--- config.mk ---
export PLATFORM = sky130hd
export DESIGN_NAME = mem_port_arbiter_flat
export DESIGN_NICKNAME = d
export VERILOG_FILES = /design/src/rtl/mem_port_arbiter_if.sv /design/src/rtl/mem_port_arbiter.sv /design/src/flat_wrapper.sv
export SDC_FILE = /design/constraint.sdc
export NUM_CORES = 1
export LEC_CHECK = 0
export ABC_CLOCK_PERIOD_IN_PS = 4000
export CORE_ASPECT_RATIO = 1.2
export CORE_MARGIN = 4
export CORE_UTILIZATION = 44
export DETAILED_ROUTE_END_ITERATION = 16
export PLACE_DENSITY = 0.95
export SLEW_MARGIN = 20
export SYNTH_ARGS = -nofsm -noshare
export SYNTH_HDL_FRONTEND = slang
export SYNTH_SLANG_ARGS = --single-unit
--- constraint.sdc ---
create_clock -name clk -period 4 [get_ports clk]
set_input_delay 0.8 -clock clk [delete_from_list [all_inputs] [get_ports clk]]
set_output_delay 0.8 -clock clk [all_outputs]
set_load 0.02 [all_outputs]
--- src/rtl/mem_port_arbiter_if.sv ---
// Requester (IF/MEM) and SRAM port bundle for mem_port_arbiter.
interface mem_port_arbiter_if #(
    parameter int ADDR_W = 32,
    parameter int DATA_W = 32
);
    logic              if_req;
    logic [ADDR_W-1:0] if_addr;
    logic [DATA_W-1:0] if_rdata;
    logic              if_ready;

    logic              mem_req;
    logic              mem_we;
    logic [ADDR_W-1:0] mem_addr;
    logic [DATA_W-1:0] mem_wdata;
    logic [DATA_W-1:0] mem_rdata;
    logic              mem_ready;

    logic              sram_en;
    logic              sram_we;
    logic [ADDR_W-1:0] sram_addr;
    logic [DATA_W-1:0] sram_wdata;
    logic [DATA_W-1:0] sram_rdata;

    logic              busy;
    logic              grant_mem;

    modport slave (
        input  if_req, if_addr,
        input  mem_req, mem_we, mem_addr, mem_wdata,
        input  sram_rdata,
        output if_rdata, if_ready,
        output mem_rdata, mem_ready,
        output sram_en, sram_we, sram_addr, sram_wdata,
        output busy, grant_mem
    );

    modport master (
        output if_req, if_addr,
        output mem_req, mem_we, mem_addr, mem_wdata,
        output sram_rdata,
        input  if_rdata, if_ready,
        input  mem_rdata, mem_ready,
        input  sram_en, sram_we, sram_addr, sram_wdata,
        input  busy, grant_mem
    );
endinterface

--- src/rtl/mem_port_arbiter.sv ---
// Shares one single-port SRAM between IF fetch and MEM load/store.
// MEM_PORT_ARB_RR_EN selects round-robin contention; default is MEM priority.
module mem_port_arbiter #(
    parameter int ADDR_W      = 32,
    parameter int DATA_W      = 32,
    parameter int WAIT_CYCLES = 2
) (
    input logic               clk,
    input logic               rst,
    mem_port_arbiter_if.slave bus
);
    localparam int CNT_W = $clog2(WAIT_CYCLES + 1);
    localparam logic [CNT_W-1:0] CNT_LOAD = CNT_W'(WAIT_CYCLES - 1);

    typedef enum logic [1:0] {
        IDLE,
        ACCESS,
        RESP
    } state_e;

    state_e            state_q, state_d;
    logic [CNT_W-1:0]  cnt_q, cnt_d;
    logic              sram_en_q, sram_en_d;
    logic              sram_we_q, sram_we_d;
    logic [ADDR_W-1:0] sram_addr_q, sram_addr_d;
    logic [DATA_W-1:0] sram_wdata_q, sram_wdata_d;
    logic [DATA_W-1:0] if_rdata_q, if_rdata_d;
    logic [DATA_W-1:0] mem_rdata_q, mem_rdata_d;
    logic              if_ready_q, if_ready_d;
    logic              mem_ready_q, mem_ready_d;
    logic              grant_mem_q, grant_mem_d;

    logic any_req;
    logic prio_mem;
    logic win_mem;

`ifdef MEM_PORT_ARB_RR_EN
    logic last_grant_q, last_grant_d;

    // Contention goes to whoever did not win last time.
    assign prio_mem = ~last_grant_q;

    always_comb begin
        last_grant_d = last_grant_q;
        if (state_q == IDLE && any_req) begin
            last_grant_d = win_mem;
        end
    end

    always_ff @(posedge clk or negedge rst) begin
        if (!rst) begin
            last_grant_q <= 1'b0;
        end else begin
            last_grant_q <= last_grant_d;
        end
    end
`else
    // MEM holds the older instruction, so it wins every tie.
    assign prio_mem = 1'b1;
`endif

    assign any_req = bus.if_req | bus.mem_req;
    assign win_mem = bus.mem_req & (~bus.if_req | prio_mem);

    always_comb begin
        state_d      = state_q;
        cnt_d        = cnt_q;
        sram_en_d    = sram_en_q;
        sram_we_d    = sram_we_q;
        sram_addr_d  = sram_addr_q;
        sram_wdata_d = sram_wdata_q;
        if_rdata_d   = if_rdata_q;
        mem_rdata_d  = mem_rdata_q;
        grant_mem_d  = grant_mem_q;
        if_ready_d   = 1'b0;
        mem_ready_d  = 1'b0;

        unique case (state_q)
            IDLE: begin
                if (any_req) begin
                    state_d      = ACCESS;
                    cnt_d        = CNT_LOAD;
                    sram_en_d    = 1'b1;
                    grant_mem_d  = win_mem;
                    sram_we_d    = win_mem & bus.mem_we;
                    sram_addr_d  = win_mem ? bus.mem_addr : bus.if_addr;
                    sram_wdata_d = win_mem ? bus.mem_wdata : '0;
                end
            end
            ACCESS: begin
                if (cnt_q != '0) begin
                    cnt_d = cnt_q - CNT_W'(1);
                end else begin
                    // Only the granted side's read register ever moves.
                    if (!grant_mem_q) begin
                        if_rdata_d = bus.sram_rdata;
                    end else if (!sram_we_q) begin
                        mem_rdata_d = bus.sram_rdata;
                    end
                    sram_en_d   = 1'b0;
                    sram_we_d   = 1'b0;
                    if_ready_d  = ~grant_mem_q;
                    mem_ready_d = grant_mem_q;
                    state_d     = RESP;
                end
            end
            RESP: begin
                state_d = IDLE;
            end
            default: begin
                state_d = IDLE;
            end
        endcase
    end

    always_ff @(posedge clk or negedge rst) begin
        if (!rst) begin
            state_q      <= IDLE;
            cnt_q        <= '0;
            sram_en_q    <= 1'b0;
            sram_we_q    <= 1'b0;
            sram_addr_q  <= '0;
            sram_wdata_q <= '0;
            if_rdata_q   <= '0;
            mem_rdata_q  <= '0;
            if_ready_q   <= 1'b0;
            mem_ready_q  <= 1'b0;
            grant_mem_q  <= 1'b0;
        end else begin
            state_q      <= state_d;
            cnt_q        <= cnt_d;
            sram_en_q    <= sram_en_d;
            sram_we_q    <= sram_we_d;
            sram_addr_q  <= sram_addr_d;
            sram_wdata_q <= sram_wdata_d;
            if_rdata_q   <= if_rdata_d;
            mem_rdata_q  <= mem_rdata_d;
            if_ready_q   <= if_ready_d;
            mem_ready_q  <= mem_ready_d;
            grant_mem_q  <= grant_mem_d;
        end
    end

    assign bus.sram_en    = sram_en_q;
    assign bus.sram_we    = sram_we_q;
    assign bus.sram_addr  = sram_addr_q;
    assign bus.sram_wdata = sram_wdata_q;
    assign bus.if_rdata   = if_rdata_q;
    assign bus.mem_rdata  = mem_rdata_q;
    assign bus.if_ready   = if_ready_q;
    assign bus.mem_ready  = mem_ready_q;
    assign bus.grant_mem  = grant_mem_q;
    assign bus.busy       = (state_q != IDLE);
endmodule

--- src/flat_wrapper.sv ---
// flat-port wrapper written by rule: the top's interface ports become plain ports
module mem_port_arbiter_flat 
#(
    parameter int ADDR_W      = 32,
    parameter int DATA_W      = 32,
    parameter int WAIT_CYCLES = 2
)
  (clk, rst, bus_if_req, bus_if_addr, bus_mem_req, bus_mem_we, bus_mem_addr, bus_mem_wdata, bus_sram_rdata, bus_if_rdata, bus_if_ready, bus_mem_rdata, bus_mem_ready, bus_sram_en, bus_sram_we, bus_sram_addr, bus_sram_wdata, bus_busy, bus_grant_mem);
  mem_port_arbiter_if #(.ADDR_W(ADDR_W), .DATA_W(DATA_W)) bus_i ();
  input logic clk;
  input logic rst;
  input wire logic [$bits(bus_i.if_req)-1:0] bus_if_req;
  input wire logic [$bits(bus_i.if_addr)-1:0] bus_if_addr;
  input wire logic [$bits(bus_i.mem_req)-1:0] bus_mem_req;
  input wire logic [$bits(bus_i.mem_we)-1:0] bus_mem_we;
  input wire logic [$bits(bus_i.mem_addr)-1:0] bus_mem_addr;
  input wire logic [$bits(bus_i.mem_wdata)-1:0] bus_mem_wdata;
  input wire logic [$bits(bus_i.sram_rdata)-1:0] bus_sram_rdata;
  output wire logic [$bits(bus_i.if_rdata)-1:0] bus_if_rdata;
  output wire logic [$bits(bus_i.if_ready)-1:0] bus_if_ready;
  output wire logic [$bits(bus_i.mem_rdata)-1:0] bus_mem_rdata;
  output wire logic [$bits(bus_i.mem_ready)-1:0] bus_mem_ready;
  output wire logic [$bits(bus_i.sram_en)-1:0] bus_sram_en;
  output wire logic [$bits(bus_i.sram_we)-1:0] bus_sram_we;
  output wire logic [$bits(bus_i.sram_addr)-1:0] bus_sram_addr;
  output wire logic [$bits(bus_i.sram_wdata)-1:0] bus_sram_wdata;
  output wire logic [$bits(bus_i.busy)-1:0] bus_busy;
  output wire logic [$bits(bus_i.grant_mem)-1:0] bus_grant_mem;
  assign bus_i.if_req = bus_if_req;
  assign bus_i.if_addr = bus_if_addr;
  assign bus_i.mem_req = bus_mem_req;
  assign bus_i.mem_we = bus_mem_we;
  assign bus_i.mem_addr = bus_mem_addr;
  assign bus_i.mem_wdata = bus_mem_wdata;
  assign bus_i.sram_rdata = bus_sram_rdata;
  assign bus_if_rdata = bus_i.if_rdata;
  assign bus_if_ready = bus_i.if_ready;
  assign bus_mem_rdata = bus_i.mem_rdata;
  assign bus_mem_ready = bus_i.mem_ready;
  assign bus_sram_en = bus_i.sram_en;
  assign bus_sram_we = bus_i.sram_we;
  assign bus_sram_addr = bus_i.sram_addr;
  assign bus_sram_wdata = bus_i.sram_wdata;
  assign bus_busy = bus_i.busy;
  assign bus_grant_mem = bus_i.grant_mem;
  mem_port_arbiter #(.ADDR_W(ADDR_W), .DATA_W(DATA_W), .WAIT_CYCLES(WAIT_CYCLES)) u_core (.clk(clk), .rst(rst), .bus(bus_i));
endmodule
==> reports/qor.yml <==
finish:
  layout-drive-gt1-share_pct: 16.7
  mostFrequentLayoutCells: "264 x clkdlybuf4s50_1, 137 x dfrtp_1, 62 x mux2_2"
  final_nets: 779
  instances_no_fill: 819
  final.fill_count: 802
  final_common_cell: "clkdlybuf4s50_1"
  area_delta_synth_final_pct: 60.5
  antenna_cells: 0
  fin_area_mm2: 0.00877
die:
  dieWidth_um: 110
  io_pins: 267
  die_area_mm2: 0.0143
  die_h_um: 130
  coreArea_mm2: 0.0121
  initial_core_util_pct: 45.1
  row_count: 44
critical_path:
  path_max_fanout: 4
  startpoint_type: "flip-flop"
  cp-endpoint: "bus_busy"
  ff2ff_path_depth: 5
  crit_type: "flip-flop to output pin"
  cp_data_arrival_time_ns: 1.65
  worstPathRequired_ns: 3.20
  r2r_slack_ns: 1.84
  cp-startpoint: "u_core.state_q[0]$_DFFE_PN0P_"
  r2r_start: "u_core.cnt_q[0]$_DFFE_PN0P_"
  critPathCaptureType: "output pin"
  reg2reg_to: "u_core.bus.if_rdata[2]$_DFFE_PN0P_"
power_and_ir_drop:
  power_density_mw_per_mm2: 860
  peakVddDrop_v: 0.000401
  p_leak_nw: 3.73
flow_run:
  cap_violations: 0
sta:
  tns_ns: 0
  layout_min_cycle_time_ns: 2.45
  fin_ws_ns: 1.55
  finClkSkew_ns: 0.00643
  maxSlewViolCount: 0
  slew_headroom_pct: 36.0
  setup_viol_count_final: 0
  hold_slack_ns: 0.483
  fmax_mhz: 408
  hold_viol_final: 0
  timing.final.crit_share_pct: 61.3
  tightest_slew_ns: 0.960
  rsz0062_at_grt: "false"
detailed_routing:
  vias_per_cell: 5.22
  remaining_drc_errors: 0
  wl_met3_um: 1150
  top_layer: "met4"
  wire_per_inst_um: 18.8
  wl_met2_um: 8100
  drt_first_pass_iters: 4
  drt-total-wl_um: 15400
  antenna_left: 0
  drt-met1-wl_um: 5790
  dr.first_iter.drc_count: 174
  num_vias: 4272
clock_network:
  cts_buffers: 17
  post_cts_buffers: 0
  cts_tree: "built"
  path_clk_slew_ns: 0.06
  hold_buffers: 0
  post_cts_resized: 0
  clock-sinks: 137
  cts_buffer_depth: 2
  clockRootBuffer: "clkbuf_16"
  clock_latency_ns: 0.41
  h-tree-depth: 4
synth:
  muxShareOfSynthArea_pct: 19.2
  synthSimpleGateAreaFrac_pct: 1.76
  synthXorXnorAreaFrac_pct: 0
  synth-seq-cells: 137
  synth_compound_area_share_pct: 12.3
  syn_avg_cell_area_um2: 14.2
  syn-num-nets: 519
  syn_area_mm2: 0.00546
  ys_seq_area_share_pct: 62.8
  ys_types: 26
  synth_top_family_by_area: "multiplexers"
  synthAdderAreaFrac_pct: 0.229
  ys_warn_count: 0
  synth_cells: 385
place:
  place_inst: 787
  preCtsSetupSlack_ns: 1.31
  hpwl_um: 11400
  placed_area_mm2: 0.00820
  globalplace.congestion: 0.776
  port_buffers: 266
min_path:
  holdPathStages: 1
  hp-class: "flip-flop to flip-flop"
grt:
  grt_pass1_wl_um: 23000
  grt.overflow.total: 0
  grt_max_degree: 109
  antenna_found_initial: 0
  grt_use_total_pct: 21.1
  grt_pass1_vias: 4477
run_status:
  status: "complete, no violations"
==> per-layer routing <==
| layer | vias up | track usage [%] |
|---|---|---|
| met5 | - | 0 |
| met4 | 0 | 8.73 |
| met3 | 31 | 6.04 |
| met2 | 187 | 36.9 |
| met1 | 2106 | 24.2 |
| li1 | 1948 | - |
==> Yosys cell counts <==
library cell / number / area (um^2)
o2bb2ai_1: 1 / 8.76
nor2_2: 2 / 12.5
a32o_1: 1 / 10.0
and2_1: 1 / 6.26
inv_1: 6 / 22.5
nor3_4: 1 / 16.3
nand3b_4: 1 / 20.0
dfrtp_1: 137 / 3430
clkbuf_1: 6 / 22.5
nor3b_1: 1 / 7.51
mux2_1: 2 / 22.5
mux2_2: 62 / 698
or2_1: 1 / 6.26
buf_4: 1 / 7.51
a31oi_1: 32 / 200
a21o_1: 1 / 7.51
nor2_1: 1 / 3.75
a22o_1: 32 / 280
buf_1: 1 / 3.75
buf_6: 5 / 56.3
ha_1: 1 / 12.5
or3b_2: 1 / 8.76
nand2_1: 4 / 15.0
a21oi_1: 33 / 165
buf_2: 18 / 90.1
mux2i_1: 33 / 330
==> worst min path at each step <==
stage / start / endpoint
floorplan: u_core.cnt_q[1]$_DFFE_PN0P_ / u_core.cnt_q[1]$_DFFE_PN0P_
global placement: u_core.bus.mem_rdata[3]$_DFFE_PN0P_ / u_core.bus.mem_rdata[3]$_DFFE_PN0P_
detailed placement: u_core.bus.mem_rdata[4]$_DFFE_PN0P_ / u_core.bus.mem_rdata[4]$_DFFE_PN0P_
CTS: u_core.bus.mem_rdata[4]$_DFFE_PN0P_ / u_core.bus.mem_rdata[4]$_DFFE_PN0P_
global route: u_core.bus.mem_rdata[4]$_DFFE_PN0P_ / u_core.bus.mem_rdata[4]$_DFFE_PN0P_
finish: u_core.bus.mem_rdata[4]$_DFFE_PN0P_ / u_core.bus.mem_rdata[4]$_DFFE_PN0P_
==> sequential cells by signal, indices dropped and copies added, names as in the netlist <==
signal / cells
u_core.bus.if_rdata: 32
u_core.bus.mem_rdata: 32
u_core.bus.sram_addr: 32
u_core.bus.sram_wdata: 32
u_core.cnt_q: 2
u_core.state_q: 2
u_core.bus.grant_mem: 1
u_core.bus.if_ready: 1
u_core.bus.mem_ready: 1
u_core.bus.sram_en: 1
u_core.bus.sram_we: 1
==> final cells by class <==
class,instances,area [um^2],share of cell area (%)
sequential,137,3430,39.1
multi-input combinational,211,1850,21.0
inverter,6,22.5,0.257
clock buffer,18,439,5.01
tap,161,201,2.30
timing repair buffer,272,2700,30.8
clock inverter,14,129,1.47
==> power by group <==
| group | total [mW] | internal [mW] | switching, mW |
|---|---|---|---|
| Combinational | 3.59 | 1.82 | 1.77 |
| Sequential | 2.47 | 2.06 | 0.413 |
| Clock | 1.48 | 0.832 | 0.645 |
==> worst max-delay path, cell delays in order (launching register included) <==
cell,delay [ns]
dfrtp_1,0.47
nor2_4,0.04
inv_1,0.10
clkdlybuf4s50_1,0.63
==> stage by stage <==
stage	power [mW]	utilization, %
2_1_floorplan	4.32	-
3_3_place_gp	5.94	67.7
3_5_place_dp	6.10	67.7
4_1_cts	7.61	72.4
5_1_grt	7.92	72.4
6_report	7.54	72.4
==> logic make-up after synthesis <==
family | after synthesis
muxes | 97
AOI/OAI and AO/OA | 100
buffers and inverters | 37
adders and majority gates | 1
and+or+nand+nor | 13
DFF | 137
Power figures use the tool's default switching activity.
